[config.mk]
export PLATFORM = sky130hd
export DESIGN_NAME = wb_grf_stage
export DESIGN_NICKNAME = d
export VERILOG_FILES = /design/src/rtl/wb_grf_stage.sv
export SDC_FILE = /design/constraint.sdc
export NUM_CORES = 2
export LEC_CHECK = 0
export BUFFER_PORTS_ARGS = -buffer_cell sky130_fd_sc_hd__buf_2
export CAP_MARGIN = 20
export CORE_MARGIN = 4
export CORE_UTILIZATION = 40
export DETAILED_ROUTE_END_ITERATION = 10
export PLACE_DENSITY_LB_ADDON = 0.15
export SLEW_MARGIN = 15
export SYNTH_ARGS = -nofsm -noshare
export SYNTH_HDL_FRONTEND = slang
export SYNTH_SLANG_ARGS = --single-unit
[constraint.sdc]
create_clock -name Clk -period 3.8 [get_ports Clk]
set_input_delay 0.76 -clock Clk [delete_from_list [all_inputs] [get_ports Clk]]
set_output_delay 0.76 -clock Clk [all_outputs]
set_load 0.1 [all_outputs]
[src/rtl/wb_grf_stage.sv]
// Write-back stage: decodes the retiring instruction, forms load/link/ALU write data,
// owns the 32x32 register file with write-through bypass, and counts retired instructions.
module wb_grf_stage #(
    parameter int unsigned LINK_REG = 31,
    parameter int unsigned LINK_OFS = 4
) (
    input  logic        Clk,
    input  logic        Reset,
    input  logic [31:0] IR_M2W,
    input  logic [31:0] PC4_M2W,
    input  logic [31:0] ALUout_M2W,
    input  logic [31:0] DMout_M2W,
    input  logic [4:0]  RA1,
    input  logic [4:0]  RA2,
    output logic [31:0] RD1,
    output logic [31:0] RD2,
    output logic [4:0]  WhoNew_M2W,
    output logic [31:0] WD2A3,
    output logic [31:0] RetireCnt
);

    localparam logic [5:0] OP_RTYPE = 6'b000000;
    localparam logic [5:0] OP_JAL   = 6'b000011;
    localparam logic [5:0] OP_ADDIU = 6'b001001;
    localparam logic [5:0] OP_SLTI  = 6'b001010;
    localparam logic [5:0] OP_ORI   = 6'b001101;
    localparam logic [5:0] OP_LUI   = 6'b001111;
    localparam logic [5:0] OP_LB    = 6'b100000;
    localparam logic [5:0] OP_LH    = 6'b100001;
    localparam logic [5:0] OP_LW    = 6'b100011;
    localparam logic [5:0] OP_LBU   = 6'b100100;
    localparam logic [5:0] OP_LHU   = 6'b100101;
    localparam logic [5:0] FN_JR    = 6'b001000;
    localparam logic [5:0] FN_JALR  = 6'b001001;

    logic [5:0]  opcode;
    logic [5:0]  funct;
    logic [4:0]  rt;
    logic [4:0]  rd;
    logic [1:0]  off;
    logic [7:0]  ld_byte;
    logic [15:0] ld_half;
    logic [31:0] load_data;
    logic [31:0] link_addr;
    logic [4:0]  dest;
    logic [31:0] grf [32];

    assign opcode    = IR_M2W[31:26];
    assign funct     = IR_M2W[5:0];
    assign rt        = IR_M2W[20:16];
    assign rd        = IR_M2W[15:11];
    assign off       = ALUout_M2W[1:0];
    assign link_addr = PC4_M2W + 32'(LINK_OFS);

    // Misaligned halfword/word loads simply use the aligned container.
    always_comb begin
        ld_byte = DMout_M2W[7:0];
        unique case (off)
            2'd0: ld_byte = DMout_M2W[7:0];
            2'd1: ld_byte = DMout_M2W[15:8];
            2'd2: ld_byte = DMout_M2W[23:16];
            2'd3: ld_byte = DMout_M2W[31:24];
        endcase
        ld_half = off[1] ? DMout_M2W[31:16] : DMout_M2W[15:0];
    end

    always_comb begin
        load_data = DMout_M2W;
        case (opcode)
            OP_LB:   load_data = {{24{ld_byte[7]}}, ld_byte};
            OP_LBU:  load_data = {24'h0, ld_byte};
            OP_LH:   load_data = {{16{ld_half[15]}}, ld_half};
            OP_LHU:  load_data = {16'h0, ld_half};
            default: load_data = DMout_M2W;
        endcase
    end

    always_comb begin
        dest  = 5'd0;
        WD2A3 = ALUout_M2W;
        case (opcode)
            OP_RTYPE: begin
                if (funct == FN_JALR) begin
                    dest  = rd;
                    WD2A3 = link_addr;
                end else if (funct != FN_JR) begin
                    dest = rd;
                end
            end
            OP_ORI, OP_LUI, OP_ADDIU, OP_SLTI: dest = rt;
            OP_JAL: begin
                dest  = 5'(LINK_REG);
                WD2A3 = link_addr;
            end
            OP_LW, OP_LB, OP_LBU, OP_LH, OP_LHU: begin
                dest  = rt;
                WD2A3 = load_data;
            end
            default: dest = 5'd0;
        endcase
    end

    assign WhoNew_M2W = dest;

    always_ff @(posedge Clk) begin
        if (Reset) begin
            for (int i = 0; i < 32; i++) begin
                grf[i] <= 32'h0;
            end
        end else if (WhoNew_M2W != 5'd0) begin
            grf[WhoNew_M2W] <= WD2A3;
        end
    end

    // Bypass makes a same-cycle W write visible to the D-stage read.
    always_comb begin
        if (RA1 == 5'd0)             RD1 = 32'h0;
        else if (RA1 == WhoNew_M2W)  RD1 = WD2A3;
        else                         RD1 = grf[RA1];
        if (RA2 == 5'd0)             RD2 = 32'h0;
        else if (RA2 == WhoNew_M2W)  RD2 = WD2A3;
        else                         RD2 = grf[RA2];
    end

    always_ff @(posedge Clk) begin
        if (Reset) begin
            RetireCnt <= 32'h0;
        end else if (IR_M2W != 32'h0) begin
            RetireCnt <= RetireCnt + 32'd1;
        end
    end

endmodule

# After elaboration in Yosys (flattened, before gate mapping)
# Memories as Yosys holds them, arrays and structs flattened.
# Index checks and enable logic that the tools add are counted.
dict set report classes {
  n_eq_ne 17
  n_reduce_logical 9
  n_addsub 2
  mux 20
}
# cell count
set ops {}
lappend ops {{$mux 32} 6}
lappend ops {{$pmux 32 s4} 1}
lappend ops {{$pmux 32 s3} 1}
lappend ops {{$add 32x1->32 const B} 1}
lappend ops {{$add 32x3->32 const B} 1}
lappend ops {{$pmux 8 s4} 1}
lappend ops {{$reduce_bool 32->1} 1}
lappend ops {{$reduce_or 32->1} 1}
lappend ops {{$eq 6x4->1 const B} 5}
lappend ops {{$eq 6x6->1 const B} 5}
lappend ops {{$mux 16} 1}
lappend ops {{$mux 5} 3}
lappend ops {{$pmux 5 s3} 1}
lappend ops {{$eq 5x5->1} 2}
lappend ops {{$logic_not 5->1} 2}
lappend ops {{$reduce_or 9->1} 1}
lappend ops {{$eq 6x2->1 const B} 1}
lappend ops {{$logic_not 6->1} 1}
lappend ops {{$mux 1} 6}
lappend ops {{$ne 6x4->1 const B} 1}
lappend ops {{$reduce_bool 5->1} 1}
lappend ops {{$reduce_or 5->1} 1}
lappend ops {{$eq 2x2->1 const B} 2}
lappend ops {{$eq 2x1->1 const B} 1}
lappend ops {{$logic_not 2->1} 1}
dict set report totals {
  ramBits 1024
  output_inout_bits 133
  memories 1
  wordCells 50
  input_bits 140
  ff_bits 32
}
# name depth width read_ports rd_clocked_by_memory_dff wr line_no
set memory_table {}
lappend memory_table {grf 32 32 2 0 32 46} ;# logic [31:0] grf [32];

# Longest topological paths before layout
dict set report depth {
  word_depth 10
  depth_mapped 12
  depth_no_buf 8
}

# Least setup slack after synthesis
# OpenSTA, ideal clock, no wires.
dict set report synth_path {
  path_type {in2out}
  start {input port IR_M2W[29]}
  end {output port RD1[0]}
  required_ps 3040
  setup_slack_ps -2412
  n_path_buf 4
  arrival_time_ps 5452
  path_stages 11
  cell_sequence {buf_4 -> nor4_4 -> buf_6 -> nand2_4 -> buf_4 -> nand2_1 -> buf_1 -> a221oi_2 -> inv_1 -> nor3_1 -> nor3b_1}
}
dict set report synth_between {
  elab_cells_between_ends 19
  classes_between {eq/ne: 11; mux: 5; reduce/logical: 3}
}
# item line_no
set synth_lines {}
lappend synth_lines {{start: declaration} 9} ;# input logic [31:0] IR_M2W,
lappend synth_lines {{$eq 6x6->1 (on tied branches)} {69, 81}}
lappend synth_lines {{$pmux 32 s4 / $reduce_or 5->1 (equally long branches)} n/a}
lappend synth_lines {{$pmux 32 s3 (*)} 81} ;# case (opcode)
lappend synth_lines {{net WD2A3[0]} 18} ;# output logic [31:0] WD2A3,
lappend synth_lines {{$mux 32 (*)} 118} ;# else if (RA1 == WhoNew_M2W) RD1 = WD2A3;
lappend synth_lines {{$mux 32 (*)} 117} ;# if (RA1 == 5'd0) RD1 = 32'h0;
lappend synth_lines {{end: declaration} 15} ;# output logic [31:0] RD1,
# Mark *: on every way through the listed nets, which the timed path passes. The rest lies on a longest branch.

# Worst setup path in the final report
dict set report layout_path {
  start {input port IR_M2W[4]}
  end {output port RD1[15]}
}
dict set report layout_between {
  elab_chain_len 7
  elab_cells_between_ends 10
  classes_between {eq/ne: 3; mux: 7}
}
# item line_no
set layout_rtl {}
lappend layout_rtl {{$ne 6x4->1} 86} ;# end else if (funct != FN_JR) begin
lappend layout_rtl {{$mux 5} 86}
lappend layout_rtl {{$mux 5} 83} ;# if (funct == FN_JALR) begin
lappend layout_rtl {{$pmux 5 s3} 81}
lappend layout_rtl {{$eq 5x5->1} 118}
lappend layout_rtl {{$mux 32 (*)} 118}
lappend layout_rtl {{$mux 32 (*)} 117}
# Every way passes the cells marked *; elsewhere a longest branch is shown, timed or not.

==> impl_metrics.json <==
{
  "first_global_vias": 40622,
  "data_required_time_at_the_worst_endpoint_ps": 3040,
  "post-route-drc-count": 0,
  "post-route-cell-area_um2": 74030,
  "place.detailed.hpwl_um": 144900,
  "slew_violations": 0,
  "final.setup.worst_slack_ps": -530.7,
  "cts.path.max_buffers": 3,
  "worst_setup_path_end_kind": "primary output",
  "post_synth_instance_area_um2": 56850,
  "grt.total_usage_pct": 29.43,
  "dr.pass1.iters": 8,
  "failing_checks": "negative setup slack",
  "final_hold_viol_count": 0,
  "power.ir.vdd_worst_uv": 343.3,
  "grt_max_degree": 51,
  "cts_tree": "yes",
  "slowest_stage": "sky130_fd_sc_hd__or4b_4",
  "final-setup-viol-count": 94,
  "slew_headroom_pct": 44.82,
  "drt.antenna.violating_nets": 0,
  "synth.area.top_cells": "sky130_fd_sc_hd__edfxtp_1, sky130_fd_sc_hd__mux4_2, sky130_fd_sc_hd__nor2_1",
  "chipHeight_um": 385.0,
  "post_dp_cell_area_um2": 68440,
  "cts-buffers-inserted": 114,
  "ys_seq_elements": 1056,
  "postSynthAreaPerCell_um2": 14.50,
  "core_area_um2": 141400,
  "critical_path.max_stage_delay_ps": 630,
  "power.share.clock_pct": 34.8,
  "vias_per_cell": 6.127,
  "p_int_uw": 22850,
  "grt_pass1_wl_um": 306600,
  "path_common_cell": "sky130_fd_sc_hd__buf_12",
  "cp_data_arrival_time_ps": 3570,
  "postSynthCellCount": 3922,
  "synth_seq_area_share_pct": 55.21,
  "area.growth.synth_to_final_pct": 30.23,
  "ys_dominant_reg_cell": "sky130_fd_sc_hd__edfxtp_1",
  "pwr_density_cell_nw_per_um2": 432.3,
  "fin_crit_share_pct": 114.0,
  "fp.dieArea_um2": 148200,
  "critPathBufInv": 6,
  "detailroute.via_count": 40677,
  "layout-drive-gt1-share_pct": 44.42,
  "design.final.nets": 4792,
  "layout.cells.most_common": "sky130_fd_sc_hd__nor2_1",
  "clkSinkCount": 1056,
  "cts.reportedPaths.clkPinSlew_ps": 60,
  "most-common-layout-cells": "sky130_fd_sc_hd__nor2_1, sky130_fd_sc_hd__edfxtp_1, sky130_fd_sc_hd__mux4_2, sky130_fd_sc_hd__buf_4, sky130_fd_sc_hd__buf_12",
  "worstMarginPinSlew_ps": 827.7,
  "setup.worst_path.class": "input pin to primary output",
  "die_width_um": 385.0,
  "initial_utilization_pct": 40.20,
  "maxClockFrequency_ghz": 0.2309,
  "antenna_violations_before_repair": 4,
  "routed_wire_length_per_instance_um": 32.86,
  "io_pins": 273,
  "cts_root_buf": "sky130_fd_sc_hd__clkbuf_16",
  "grt_setup_unrepaired": "yes",
  "status": "complete, but fails checks",
  "power.combinational.fraction_pct": 22.4,
  "drt_iter0_markers": 5329,
  "class_of_the_most_critical_hold_timing_path": "flop to flop",
  "synth-edff-count": 1024,
  "asyncSetResetFlopFracSynth_pct": 0,
  "pwr-share-seq_pct": 42.8,
  "worstSkewPairLatency_ps": 730,
  "sw_frac_of_total_pct": 28.61,
  "cp-start-kind": "input pin",
  "power_leakage_uw": 0.02669,
  "final_period_minus_worst_setup_slack_ps": 4331,
  "netSwitchingPower_uw": 9158,
  "cap_viol_max_count": 0,
  "cts.hold.buffers_added": 0,
  "htree_num_levels": 3,
  "timing.setup.tns_ps": -33850,
  "yosysTopAreaCell": "sky130_fd_sc_hd__edfxtp_1",
  "path_cells": "buf_6 -> or4b_4 -> o211a_4 -> buf_4 -> nor3b_2 -> mux2i_2 -> o2111ai_4 -> buf_12 -> buf_12 -> nor2_4 -> buf_8 -> o31ai_4 -> buf_12",
  "worst-path-max-fanout": 14,
  "place_congestion": 0.8860,
  "synth_cell_types": 84,
  "globalRouteOverflowTotal": 0,
  "drt-total-wl_um": 218100,
  "floorplan.rows": 138,
  "place_ws_ps": -677.0,
  "port_buffers": 272,
  "synth.top_cell.area_share_pct": 54.09,
  "synth.yosys.warnings": 0,
  "fin_skew_ps": 3.406,
  "cell_family_with_most_cp_delay": "buffers and inverters"
}
==> layer usage <==
layer / track usage (%) / vias to the layer above / routed length [um]
met5: 0 / - / 0
met4: 11.78 / 0 / 10450
met3: 6.242 / 410 / 22720
met2: 46.27 / 2427 / 102200
met1: 40.18 / 21257 / 82770
li1: - / 16583 / -
==> sequential cells by signal (all words and copies together), names as in the netlist <==
name	cells
RetireCnt	32
grf	1024
==> power by group through the flow <==
| stage | sequential [uW] | combinational (uW) | clock (uW) |
|---|---|---|---|
| after global routing | 13800 | 7370 | 11800 |
| after global placement | 13900 | 6790 | 0 |
| after CTS | 13700 | 7130 | 11300 |
| after floorplan | 13800 | 3920 | 0 |
| after detailed placement | 13900 | 6790 | 0 |
| final | 13700 | 7180 | 11100 |
==> layout make-up <==
class,instances,area (um^2)
timing repair buffer,995,11120
fill,11744,67380
multi-input combinational,2428,25160
antenna,3,7.507
inverter,55,317.8
sequential,1056,31390
clock inverter,71,663.1
tap,1890,2365
clock buffer,141,3018
==> worst register-to-register path: cells and delay by family, from the launching register on <==
kind             cells  cell delay, ps
XOR/XNOR             1             140
flip-flops           1             440
AND/OR/NAND/NOR      6            2300
==> cells by family after synthesis <==
logic type                 after synthesis  synth area share [%]
DFF                                   1056                 55.21
adders and majority gates                2               0.04401
AOI/OAI and AO/OA                      142                 2.102
and+or+nand+nor                       1447                 10.87
buffers and inverters                  469                 3.334
muxes                                  759                 27.72
other                                    1              0.006596
xor gates and xnor gates                46                0.7087
==> metrics by stage <==
step / utilization (%) / power [uW] / std cells / hold slack (ps)
6_report: 52.35 / 32010 / 6639 / 505.3
5_1_grt: 52.35 / 32880 / 6639 / 540.5
2_1_floorplan: - / 17750 / 3953 / 949.7
3_5_place_dp: 48.40 / 20710 / 6360 / 504.6
3_3_place_gp: 48.40 / 20670 / 6360 / 479.9
4_1_cts: 52.15 / 32080 / 6625 / 514.0
==> cells in the mapped netlist, types with 4 or more instances <==
library cell and instances:
sky130_fd_sc_hd__and4_1 6, sky130_fd_sc_hd__or3_1 10, sky130_fd_sc_hd__nand4_1 19, sky130_fd_sc_hd__nor3_1 36, sky130_fd_sc_hd__a221oi_2 16, sky130_fd_sc_hd__nor4b_1 5, sky130_fd_sc_hd__nand3_1 20, sky130_fd_sc_hd__buf_1 69
sky130_fd_sc_hd__dfxtp_1 32, sky130_fd_sc_hd__clkbuf_1 269, sky130_fd_sc_hd__buf_2 65, sky130_fd_sc_hd__a21oi_1 26, sky130_fd_sc_hd__nor2_1 1135, sky130_fd_sc_hd__xor2_1 22, sky130_fd_sc_hd__buf_6 4, sky130_fd_sc_hd__nor3b_1 19
sky130_fd_sc_hd__buf_4 6, sky130_fd_sc_hd__o31ai_1 20, sky130_fd_sc_hd__a221o_1 4, sky130_fd_sc_hd__nand2_1 67, sky130_fd_sc_hd__edfxtp_1 1024, sky130_fd_sc_hd__nor4_1 13, sky130_fd_sc_hd__mux2i_1 66, sky130_fd_sc_hd__or4_1 23
sky130_fd_sc_hd__nor2b_1 5, sky130_fd_sc_hd__o21ai_0 22, sky130_fd_sc_hd__nor3_2 5, sky130_fd_sc_hd__mux2_2 43, sky130_fd_sc_hd__a22oi_1 6, sky130_fd_sc_hd__xnor2_1 24, sky130_fd_sc_hd__inv_1 54, sky130_fd_sc_hd__mux4_2 648
sky130_fd_sc_hd__nand2b_1 34, sky130_fd_sc_hd__a222oi_1 7, sky130_fd_sc_hd__and2_1 10, sky130_fd_sc_hd__and3_1 13, sky130_fd_sc_hd__or2_2 5
==> final timing paths <==
path,startpoint,to,slack (ps),cells past startpoint
min,RetireCnt[27],RetireCnt[27],510,2
max,IR_M2W[4],RD1[15],-530,13
max reg2reg,RetireCnt[4],RetireCnt[31],780,7
min reg2reg,RetireCnt[27],RetireCnt[27],510,2
==> timing repair <==
item                                    CTS  global route
endpoints found under the setup margin   94            96
gates cloned                              3             1
pin swaps                                72            29
setup buffers                            57            24
gates resized for setup                 298            61
Power figures use the tool's default switching activity.
